### src/rtl/wb_regfile.sv
// rtl/wb_regfile.sv - writeback mux, 32x32 register file with bypassed read ports
module wb_regfile #(
    parameter int DATA_W = 32,
    parameter int ADDR_W = 5
) (
    input  logic              clk_i,
    input  logic              rst_i,
    input  logic              MemtoReg_i,
    input  logic              RegWrite_i,
    input  logic [ADDR_W-1:0] RDaddr_i,
    input  logic [DATA_W-1:0] Memdata_i,
    input  logic [DATA_W-1:0] ALUresult_i,
    input  logic [ADDR_W-1:0] RSaddr_i,
    input  logic [ADDR_W-1:0] RTaddr_i,
    output logic [DATA_W-1:0] RSdata_o,
    output logic [DATA_W-1:0] RTdata_o,
    output logic [DATA_W-1:0] WBdata_o,
    output logic              WBvalid_o,
    output logic [ADDR_W-1:0] WBaddr_o,
    output logic [15:0]       WRcount_o
);

    localparam int DEPTH = 1 << ADDR_W;

    logic [DATA_W-1:0] regs_q [DEPTH];
    logic [15:0]       wr_count_q;
    logic [15:0]       wr_count_d;

    assign WBdata_o  = MemtoReg_i ? Memdata_i : ALUresult_i;
    assign WBvalid_o = RegWrite_i && (RDaddr_i != '0);
    assign WBaddr_o  = RDaddr_i;
    assign WRcount_o = wr_count_q;

    always_comb begin
        wr_count_d = wr_count_q + 16'd1;
    end

    // Entry 0 is reset but never written; reads of address 0 are forced to zero below.
    always_ff @(posedge clk_i or posedge rst_i) begin
        if (rst_i) begin
            for (int i = 0; i < DEPTH; i++) begin
                regs_q[i] <= '0;
            end
            wr_count_q <= '0;
        end else if (WBvalid_o) begin
            regs_q[RDaddr_i] <= WBdata_o;
            wr_count_q       <= wr_count_d;
        end
    end

    // Same-cycle bypass lets ID see the value being committed at this edge.
    always_comb begin
        RSdata_o = regs_q[RSaddr_i];
        if (RSaddr_i == '0) begin
            RSdata_o = '0;
        end else if (WBvalid_o && (RSaddr_i == RDaddr_i)) begin
            RSdata_o = WBdata_o;
        end
    end

    always_comb begin
        RTdata_o = regs_q[RTaddr_i];
        if (RTaddr_i == '0) begin
            RTdata_o = '0;
        end else if (WBvalid_o && (RTaddr_i == RDaddr_i)) begin
            RTdata_o = WBdata_o;
        end
    end

endmodule

### config.mk
export PLATFORM = sky130hd
export DESIGN_NAME = wb_regfile
export DESIGN_NICKNAME = d
export VERILOG_FILES = /design/src/rtl/wb_regfile.sv
export SDC_FILE = /design/constraint.sdc
export NUM_CORES = 2
export LEC_CHECK = 0
export CORE_MARGIN = 2
export CORE_UTILIZATION = 62
export DETAILED_ROUTE_END_ITERATION = 12
export PLACE_DENSITY = 0.81
export SYNTH_ARGS = -nofsm -noshare
export SYNTH_HDL_FRONTEND = slang
export SYNTH_SLANG_ARGS = --single-unit
### constraint.sdc
create_clock -name clk_i -period 41.5 [get_ports clk_i]
set_input_delay 4.15 -clock clk_i [delete_from_list [all_inputs] [get_ports clk_i]]
set_output_delay 4.15 -clock clk_i [all_outputs]
set_load 0.05 [all_outputs]
==> results.json <==
{
  "run_status": "finished with violations",
  "violations": "design-rule violations",
  "yosys_warnings": 0,
  "worst_pin_slew_ns": 1.43,
  "ios": 201,
  "fin_util": 0.694,
  "syn-num-nets": 5162,
  "ant_nets": 0,
  "worst-path-buf-inv": 6,
  "grt_pass1_vias": 45000,
  "setup_slack_ns": 26.91,
  "synth.distinct_cells": 72,
  "p_leak_uw": 0.0259,
  "r2r_slack_ns": 39.94,
  "htree_levels": 3,
  "gp_congestion": 0.907,
  "nets": 5039,
  "grt_antenna_before_repair": 8,
  "core_area_um2": 87000,
  "vias_per_cell": 7.37,
  "clock_sinks": 1040,
  "met2_usage": 0.599,
  "hold_end": "regs_q[1001]$_DFFE_PP0P_",
  "endpoint_kind": "output port",
  "place_area_um2": 56700,
  "critical_path.slowest_cell": "buf_4",
  "hpwl_um": 107000,
  "power_density_nw_per_um2": 52.3,
  "top_usage_layer": "met2",
  "async_flop_share": 1.00,
  "rsz0062_at_grt": "no",
  "hold_depth": 0,
  "dr.first_iter.drc_count": 7969,
  "start_kind": "input pin",
  "use_met1": 0.562,
  "finalWirelength_um": 192000,
  "crit_arrival_ns": 10.44,
  "synth.avg_cell_area_um2": 10.8,
  "crit_top_cell": "buf_4",
  "hold_path.class": "reg -> reg",
  "setup_tns_ns": 0,
  "die_area_um2": 90600,
  "cts_root_buf": "clkbuf_16",
  "dr_total_vias": 45700,
  "cts_resized": 0,
  "crit_type": "in -> out",
  "cts_hold_buf": 0,
  "start_util": 0.628,
  "final_area_um2": 60400,
  "worstRegToRegCells": 5,
  "cts.clk_slew.worst_paths_ns": 0.06,
  "netlist_top_cells_area": "dfrtp_1 (48%), mux4_2 (15%), o21ai_0 (5.9%)",
  "yosys_register_bits": 1040,
  "grt_pass1_wl_um": 285000,
  "grtUsageMet3": 0.172,
  "hold_path_startpoint": "regs_q[1001]$_DFFE_PP0P_",
  "numPortBuffers": 200,
  "drc": 2,
  "fin_crit_ns": 14.59,
  "synth_top_area_share": 0.476,
  "cts_setup_buffers": 0,
  "crit_fanout": 73,
  "setup_viol": 0,
  "tritoncts.num_buffers": 106,
  "seq_area_frac_synth": 0.476,
  "grt_max_degree": 180,
  "synthCells": 5078,
  "cts_buffer_depth": 3,
  "wire_per_inst_um": 31.0,
  "clock_latency_ns": 0.68,
  "synth_top_area_cell": "dfrtp_1",
  "cpPeakStageDelay_ns": 0.88,
  "max-vdd-ir-drop_uv": 35.5,
  "p_total_uw": 3160,
  "post-place-ws_ns": 27.08,
  "slew_viol_final": 0,
  "fp.dieH_um": 301,
  "grt-ovfl-total": 0,
  "path_cells": "buf_8, buf_4, buf_4, buf_4, buf_4, mux2i_1, a221oi_1, a21oi_1, nor3_1, a211o_1, clkdlybuf4s50_1",
  "drive_gt1_frac": 0.163,
  "final_hold_viol_count": 0,
  "max-cap-violations": 0,
  "fill_cells": 6026,
  "slew_headroom": 0.0409,
  "fin_crit_sh": 0.352,
  "synth_flop_cell": "dfrtp_1",
  "synth-edff-count": 0,
  "die_x_um": 301,
  "clock.fmax_mhz": 68.5,
  "grtUsageTotal": 0.428,
  "rr_endpoint": "WRcount_o[14]$_DFFE_PP0P_",
  "first_pass_iters": 11,
  "cpLargestDelayFamily": "buffers and inverters",
  "skew_ns": 0.0209,
  "cts_tree": "yes",
  "num_rows": 108,
  "area_delta_synth_final_pct": 10.4,
  "worstReg2RegStart": "WRcount_o[4]$_DFFE_PP0P_",
  "syn_area_um2": 54700,
  "required_ns": 37.35
}
-- cell families (layout without fill, tap and decap cells) --
logic type,count (synthesis),after routing,synth area share
adder cells (fa/ha/maj),1,1,0.000229
XOR/XNOR,25,25,0.00400
multiplexers,688,688,0.220
AO/OA/AOI/OAI,1410,1410,0.146
other,0,6,0
flip-flops,1040,1040,0.476
buffers and inverters,593,555,0.0550
AND/OR/NAND/NOR,1321,1321,0.0991
-- synthesized netlist by cell type, types with 8 or more instances --
cell	instances
a21oi_1	424
mux4_1	22
xnor2_1	16
buf_1	8
mux4_2	376
a221oi_1	27
or2_2	10
a211oi_1	26
o21a_1	16
buf_8	10
a22oi_1	17
buf_4	40
nor2_1	466
o211ai_1	9
nor4_1	15
nand2b_1	22
xor2_1	9
o21ai_0	641
mux2_2	40
dfrtp_1	1040
nor2b_1	8
a221o_1	48
nand3b_1	16
nor3_1	65
mux2i_1	249
o22ai_1	133
buf_6	40
nand2_1	665
clkbuf_1	342
or3_1	8
a31oi_1	8
o221ai_1	17
nand3_1	14
inv_1	40
buf_2	102
-- final cells by class --
cell class / instances / area (um2) / area share
tap: 1155 / 1450 / 0.0239
timing repair buffer: 320 / 2930 / 0.0484
clock buffer: 150 / 3130 / 0.0518
multi-input combinational: 3445 / 26100 / 0.432
sequential: 1040 / 26000 / 0.431
antenna: 6 / 15.0 / 0.000249
inverter: 42 / 165 / 0.00273
clock inverter: 43 / 582 / 0.00963
-- per-stage QoR --
step | cells | hold slack (ns)
after floorplan | 5078 | 0.438
after global placement | 6002 | 0.377
after detailed placement | 6002 | 0.383
after CTS | 6195 | 0.397
after global routing | 6196 | 0.405
final | 6201 | 0.397
-- worst max path at each step --
stage | slack [ns] | cells past startpoint | to | startpoint
3_5_place_dp | 27.08 | 11 | RTdata_o[7] | RTaddr_i[0]
2_1_floorplan | 8.08 | 1 | WRcount_o[0]$_DFFE_PP0P_ | rst_i
5_1_grt | 26.69 | 11 | RTdata_o[7] | RTaddr_i[0]
3_3_place_gp | 27.17 | 11 | RTdata_o[7] | RTaddr_i[0]
6_report | 26.91 | 11 | RTdata_o[7] | RTaddr_i[0]
4_1_cts | 27.01 | 11 | RTdata_o[7] | RTaddr_i[0]
-- layer usage --
metal,part of all wire,up-vias
met5,0.00030,-
met4,0.077,8
met3,0.16,1136
met2,0.42,4026
met1,0.34,22400
li1,-,18200
-- cells in the final DEF (no fill, tap or decap), types with 40 or more instances in the layout --
cell,instances
a221o_1,48
mux2i_1,217
clkbuf_16,107
mux2_2,40
dfrtp_1,1040
nor3_1,65
o21ai_0,641
o22ai_1,133
mux4_2,376
buf_4,119
a21oi_1,424
nand2_1,652
clkdlybuf4s50_1,189
nor2_1,453
-- power by group --
group	total [uW]	internal (uW)	switching, uW
sequential	1400	1230	176
clock	1020	599	424
combinational	735	335	400
total	3160	2160	1000
-- sequential cells by signal, indices dropped and copies added, names as in the netlist --
| name | flops |
|---|---|
| WRcount_o | 16 |
| regs_q | 1024 |
(Power assumes the default switching activity.)
